$ cat config.mk
export PLATFORM = sky130hd
export DESIGN_NAME = fetch_stage
export DESIGN_NICKNAME = d
export VERILOG_FILES = /design/src/rtl/fetch_pkg.sv /design/src/rtl/sat_counter.sv /design/src/rtl/fetch_stage.sv
export SDC_FILE = /design/constraint.sdc
export NUM_CORES = 1
export LEC_CHECK = 0
export BUFFER_PORTS_ARGS = -buffer_cell sky130_fd_sc_hd__buf_2
export CAP_MARGIN = 5
export CELL_PAD_IN_SITES_DETAIL_PLACEMENT = 1
export CELL_PAD_IN_SITES_GLOBAL_PLACEMENT = 2
export CORE_MARGIN = 5
export CORE_UTILIZATION = 35
export CTS_CLUSTER_DIAMETER = 30
export DETAILED_ROUTE_END_ITERATION = 8
export GPL_ROUTABILITY_DRIVEN = 0
export PLACE_DENSITY = 0.88
export SETUP_SLACK_MARGIN = 0.05
export SYNTH_ARGS = -nofsm -noshare
export SYNTH_HDL_FRONTEND = slang
export SYNTH_SLANG_ARGS = --single-unit
$ cat constraint.sdc
create_clock -name clk_i -period 4.7 [get_ports clk_i]
set_clock_uncertainty 0.15 [all_clocks]
set_input_delay 0.94 -clock clk_i [delete_from_list [all_inputs] [get_ports clk_i]]
set_output_delay 0.94 -clock clk_i [all_outputs]
set_load 0.005 [all_outputs]
$ cat src/rtl/fetch_pkg.sv
// fetch_pkg
//   Shared types and default widths for the fetch stage.
//   fetch_state_e : run/halt state of the fetch sequencer.
//   FETCH_*       : default parameter values for fetch_stage.
package fetch_pkg;

    typedef enum logic [1:0] {
        IDLE   = 2'd0,
        RUN    = 2'd1,
        HALTED = 2'd2
    } fetch_state_e;

    localparam int unsigned FETCH_PW       = 16;
    localparam int unsigned FETCH_IW       = 9;
    localparam int unsigned FETCH_CW       = 32;
    localparam int unsigned FETCH_RESET_PC = 0;
    localparam int unsigned FETCH_HALT_PC  = 1000;

endpackage

$ cat src/rtl/sat_counter.sv
// sat_counter
//   Up-counter that sticks at all-ones instead of wrapping.
//   clk_i  : clock
//   rst_ni : asynchronous active-low reset (count -> 0)
//   clr_i  : synchronous clear, outranks en_i
//   en_i   : count enable
//   cnt_o  : current count
module sat_counter #(
    parameter int unsigned W = 8
) (
    input  logic         clk_i,
    input  logic         rst_ni,
    input  logic         clr_i,
    input  logic         en_i,
    output logic [W-1:0] cnt_o
);

    logic [W-1:0] cnt_q;
    logic [W-1:0] cnt_d;

    always_comb begin
        cnt_d = cnt_q;
        if (clr_i) begin
            cnt_d = '0;
        end else if (en_i && (cnt_q != {W{1'b1}})) begin
            cnt_d = cnt_q + W'(1);
        end
    end

    always_ff @(posedge clk_i or negedge rst_ni) begin
        if (!rst_ni) begin
            cnt_q <= '0;
        end else begin
            cnt_q <= cnt_d;
        end
    end

    assign cnt_o = cnt_q;

endmodule

$ cat src/rtl/fetch_stage.sv
// fetch_stage
//   Program counter, instruction ROM addressing and one-entry fetch/decode
//   register, with the run/halt sequencer and cycle/retired counters.
//   clk_i, reset_ni          : clock, asynchronous active-low reset
//   start_i                  : run request pulse (restarts when running)
//   stall_i                  : decode busy, hold fetch register and PC
//   halt_req_i               : decoded halt, end run
//   branch_valid_i/target_i  : redirect fetch, squash in-flight word
//   imem_addr_o / imem_data_i: ROM address (= PC) and combinational word
//   inst_o, inst_pc_o, inst_valid_o : fetch register towards decode
//   halt_o                   : high whenever not running
//   cycle_ct_o, inst_ct_o    : saturating cycle / accepted-instruction counts
//
//   state  | meaning
//   IDLE   | out of reset, waiting for start
//   RUN    | fetching
//   HALTED | run ended by halt_req or reaching HALT_PC, waiting for start
module fetch_stage
    import fetch_pkg::*;
#(
    parameter int unsigned PW       = FETCH_PW,
    parameter int unsigned IW       = FETCH_IW,
    parameter int unsigned CW       = FETCH_CW,
    parameter int unsigned RESET_PC = FETCH_RESET_PC,
    parameter int unsigned HALT_PC  = FETCH_HALT_PC
) (
    input  logic          clk_i,
    input  logic          reset_ni,
    input  logic          start_i,
    input  logic          stall_i,
    input  logic          halt_req_i,
    input  logic          branch_valid_i,
    input  logic [PW-1:0] branch_target_i,
    output logic [PW-1:0] imem_addr_o,
    input  logic [IW-1:0] imem_data_i,
    output logic [IW-1:0] inst_o,
    output logic [PW-1:0] inst_pc_o,
    output logic          inst_valid_o,
    output logic          halt_o,
    output logic [CW-1:0] cycle_ct_o,
    output logic [CW-1:0] inst_ct_o
);

    localparam logic [PW-1:0] RESET_PC_V = PW'(RESET_PC);

    fetch_state_e  state_q, state_d;
    logic [PW-1:0] pc_q, pc_d;
    logic [IW-1:0] inst_q, inst_d;
    logic [PW-1:0] inst_pc_q, inst_pc_d;
    logic          inst_valid_q, inst_valid_d;

    logic running;
    logic at_halt_pc;
    logic inst_accept;

    assign running     = (state_q == RUN);
    // Compare at full integer width so a HALT_PC beyond 2^PW never matches.
    assign at_halt_pc  = (32'(pc_q) == HALT_PC);
    assign inst_accept = running && inst_valid_q && !stall_i && !branch_valid_i;

    always_comb begin
        state_d      = state_q;
        pc_d         = pc_q;
        inst_d       = inst_q;
        inst_pc_d    = inst_pc_q;
        inst_valid_d = inst_valid_q;

        if (start_i) begin
            state_d      = RUN;
            pc_d         = RESET_PC_V;
            inst_valid_d = 1'b0;
        end else if (running) begin
            if (halt_req_i) begin
                state_d      = HALTED;
                inst_valid_d = 1'b0;
            end else if (branch_valid_i) begin
                // Redirect wins over stall: the held word is on the wrong path.
                pc_d         = branch_target_i;
                inst_valid_d = 1'b0;
            end else if (stall_i) begin
                // hold everything
            end else if (at_halt_pc) begin
                state_d      = HALTED;
                inst_valid_d = 1'b0;
            end else begin
                inst_d       = imem_data_i;
                inst_pc_d    = pc_q;
                inst_valid_d = 1'b1;
                pc_d         = pc_q + PW'(1);
            end
        end
    end

    always_ff @(posedge clk_i or negedge reset_ni) begin
        if (!reset_ni) begin
            state_q      <= IDLE;
            pc_q         <= RESET_PC_V;
            inst_q       <= '0;
            inst_pc_q    <= '0;
            inst_valid_q <= 1'b0;
        end else begin
            state_q      <= state_d;
            pc_q         <= pc_d;
            inst_q       <= inst_d;
            inst_pc_q    <= inst_pc_d;
            inst_valid_q <= inst_valid_d;
        end
    end

    sat_counter #(.W(CW)) u_cycle_ct (
        .clk_i  (clk_i),
        .rst_ni (reset_ni),
        .clr_i  (start_i),
        .en_i   (running),
        .cnt_o  (cycle_ct_o)
    );

    sat_counter #(.W(CW)) u_inst_ct (
        .clk_i  (clk_i),
        .rst_ni (reset_ni),
        .clr_i  (start_i),
        .en_i   (inst_accept),
        .cnt_o  (inst_ct_o)
    );

    assign imem_addr_o  = pc_q;
    assign inst_o       = inst_q;
    assign inst_pc_o    = inst_pc_q;
    assign inst_valid_o = inst_valid_q;
    assign halt_o       = !running;

endmodule

==> metrics.md <==
| Metric | Value |
|---|---|
| Rel. slew slack | `0.3118` |
| Vias in the first global route | `5655` |
| Fin area | `6992 sq um` |
| Async SR Flop Fraction | `1.000` |
| ANT cells | `0` |
| Leading area contributor after synthesis | `dfrtp_1` |
| Num CTS Buffers | `9` |
| Cts repair resizes | `0` |
| Gate Count Post-Synth | `612` |
| RSZ-0062 raised after global routing | `no` |
| I/O pin count | `138` |
| Run status | `complete, no violations` |
| Total Wirelength | `17970 microns` |
| FF/Latch Area | `2703 sq um` |
| Grt ovf | `0` |
| Worst path required time | `about 4800 ps` |
| Worst setup SP type | `flip-flop` |
| Pwr Density | `around 290 nW/um^2` |
| Final nets | `between 700 and 800` |
| Fmax | `321.1 MHz` |
| Final hold viol count | `0` |
| Routed length per placed instance | `18.81 microns` |
| Final Cycle Share | `0.6625` |
| Drc violations | `0` |
| Endpoints failing setup | `0` |
| Port bufs | `about 140` |
| Setup crit end kind | `flip-flop` |
| Total clock sinks | `about 110` |
| Multi-input gate area | `2954 sq um` |
| Worst vdd ir | `approximately 0.00017 V` |
| Post-CTS setup buffers | `0` |
| Synthesis-stage register bit count | `around 110` |
| Ys flop type | `dfrtp_1` |
| Sequential area share after synthesis | `0.4629` |
| CTS tree | `done` |
| Minimum clock period after layout | `3114 ps` |
| Syn-to-layout area delta | `19.76%` |
| Initial antenna violation count | `0` |
| CTS Buffer Depth | `2` |
| Setup WS pre-CTS | `around 1300 ps` |
| Crit Path Class | `reg -> reg` |
| Initial Util | `0.3546` |
| Pleak | `~3.1 nW` |
| Top cell type's share of synthesized area | `0.4629` |
| Gr usage total | `0.1852` |
| Die Span X | `139.2 microns` |
| Die height | `approximately 140 microns` |
| Slew @ Worst Pin | `1032 ps` |
| Placeable Area | `16470 sq um` |
| Post-synth EDFFs | `0` |
| Synth Net Count | `647` |
| Hold Path Class | `reg -> reg` |
| Library cells used by synthesis | `58` |
| Clock slew at reported path FFs | `approximately 70 ps` |
| Antenna viol nets, final | `0` |
| Number of max-cap violations | `0` |
| Maximum number of pins on one net before global-route repair | `between 70 and 80` |
| Synth Warn # | `0` |
| First-pass detailed-route iteration total | `4` |
| CP Max Fanout | `13` |
| Hold buffers post-CTS | `0` |
| Post-DP Area | `6688 sq um` |
| Fill count | `1910` |
| Pins over their slew limit | `0` |
| R2r setup slk | `1590 ps` |
| Post-DP HPWL | `12790 microns` |
| Violation count after the first detailed-route iteration | `257` |
| First-pass GRT wire length | `~30000 microns` |
| Skew-Pair Late Insertion Delay | `roughly 360 ps` |
| Crit path DAT | `3200 ps` |
| Mapped cell area | `5838 sq um` |
| Cell Rows | `47` |
| Ratio of cells with drive above 1 in the final layout | `0.2776` |
| Synth top area cells | `dfrtp_1 46%, mux2_2 5.8%, a21oi_1 4.5%, nor2_1 3.4%, o21ai_0 3.3%` |
| H-tree levels | `3` |
| Via count | `5340` |
| Die ar. | `19360 sq um` |
| Worst Setup Slack, final | `1586 ps` |
| Syn avg cell area | `9.539 sq um` |
| CTS root buffer | `clkbuf_16` |
| Via-to-Cell Ratio | `about 5.6` |
| Setup_tns | `0 ps` |
worst paths after layout:
| check | from | to | depth (start not counted) |
|---|---|---|---|
| min reg2reg | inst_pc_o[5] | inst_pc_o[5] | 1 |
| max reg2reg | state_q[0] | inst_pc_o[0] | 7 |
| min | inst_pc_o[5] | inst_pc_o[5] | 1 |
| max | state_q[0] | inst_pc_o[0] | 7 |
| min in group asynchronous | reset_ni | u_inst_ct.cnt_o[23] | 1 |
| max in group asynchronous | reset_ni | u_cycle_ct.cnt_o[26] | 2 |
report_power, final:
group          switching, W  internal [W]
Clock              0.000348      0.000456
Sequential        0.0000415      0.000977
Combinational      0.000118     0.0000954
worst max-delay path, cell delays in order, from the launching register on:
cell and delay (ps):
dfrtp_1 370, nor2b_1 540, inv_1 180, nor2_1 210
nand3_1 180, nor2_2 670, buf_4 340, mux2_2 360
area by class of cell:
| cell class | count | area share |
|---|---|---|
| well taps | 220 | 0.03937 |
| flip-flops and latches | 108 | 0.3865 |
| multi-input cells | 461 | 0.4225 |
| inverters | 10 | 0.005369 |
| clock buffers | 14 | 0.03919 |
| clock inverters | 1 | 0.004295 |
| repair buffers | 141 | 0.1027 |
synth_stat cells (2+ instances only):
library cell    n
o21ai_0        38
and4_1         13
ha_1            4
nand4_2         2
clkbuf_1       23
nor3b_1         2
a41oi_1         2
dfrtp_1       108
mux2_2         30
and3_1         10
nand4_1        17
mux2i_1         2
a31oi_1         8
nor2b_1        11
nand2b_1        3
a21oi_1        53
inv_1          10
nor3_1         11
or2_2          10
o211ai_1        4
xnor2_1        14
a211oi_1        6
buf_1           2
buf_6           2
nor4bb_1        3
a21o_1          5
nor4_1         10
or3_1          28
o21ai_1         4
or4_1           6
nor4b_1         3
a2111oi_0       5
and2_1          2
buf_2           5
nand2_1        32
o31ai_1         6
nand3_1        34
nor2_1         53
xor2_1          5
a22oi_1         5
mux2_1          3
o31a_1          2
logic make-up after synthesis:
family / share of synthesized area
multiplexers: 0.06708
buffers and inverters: 0.03150
adder cells (fa/ha/maj): 0.008573
flip-flops: 0.4629
AO/OA/AOI/OAI: 0.1490
XOR/XNOR: 0.02850
AND/OR/NAND/NOR: 0.2525
metrics by stage:
stage                     hold slack, ps    util  cells  total power [W]
after floorplan                    314.5       -    612         0.001133
after global routing               375.0  0.4246    955         0.002124
after CTS                          357.5  0.4246    955         0.002065
final                              357.1  0.4246    955         0.002035
after global placement             325.4  0.4062    940         0.001241
after detailed placement           341.5  0.4062    940         0.001255
sequential cells by signal (all words and copies together), names as in the netlist:
register and flops:
inst_pc_o 16, inst_o 9, state_q 2, u_cycle_ct.cnt_o 32, inst_valid_o 1, imem_addr_o 16, u_inst_ct.cnt_o 32
metal layers:
| layer | vias up | global-route usage | part of all wire |
|---|---|---|---|
| met1 | 2694 | 0.2418 | 0.45 |
| met4 | 0 | 0.07518 | 0.024 |
| met3 | 22 | 0.03621 | 0.048 |
| met5 | - | 0 | 0 |
| li1 | 2499 | - | - |
| met2 | 125 | 0.3025 | 0.48 |
placed cells by master, fill, tap and decap left out, types with 3 or more instances in the layout:
master,synthesis,routed
mux2_2,30,30
dfrtp_1,108,108
xnor2_1,14,14
o31ai_1,6,6
o21ai_0,38,37
nor3_1,11,11
nand2_1,32,32
mux2_1,3,3
buf_2,5,136
or3_1,28,28
nor4b_1,3,3
a22oi_1,5,5
a211oi_1,6,6
nor4_1,10,10
nand3_1,34,34
and4_1,13,13
a21oi_1,53,53
a31oi_1,8,8
o211ai_1,4,4
and3_1,10,10
nor2b_1,11,11
a2111oi_0,5,5
ha_1,4,4
buf_4,0,5
inv_1,10,10
clkbuf_16,0,9
o21ai_1,4,5
clkbuf_8,0,3
xor2_1,5,5
nor2_1,53,52
nand2b_1,3,3
nand4_1,17,17
or4_1,6,6
or2_2,10,10
a21o_1,5,5
nor4bb_1,3,3
No activity file was read; power rests on OpenSTA's default activity.
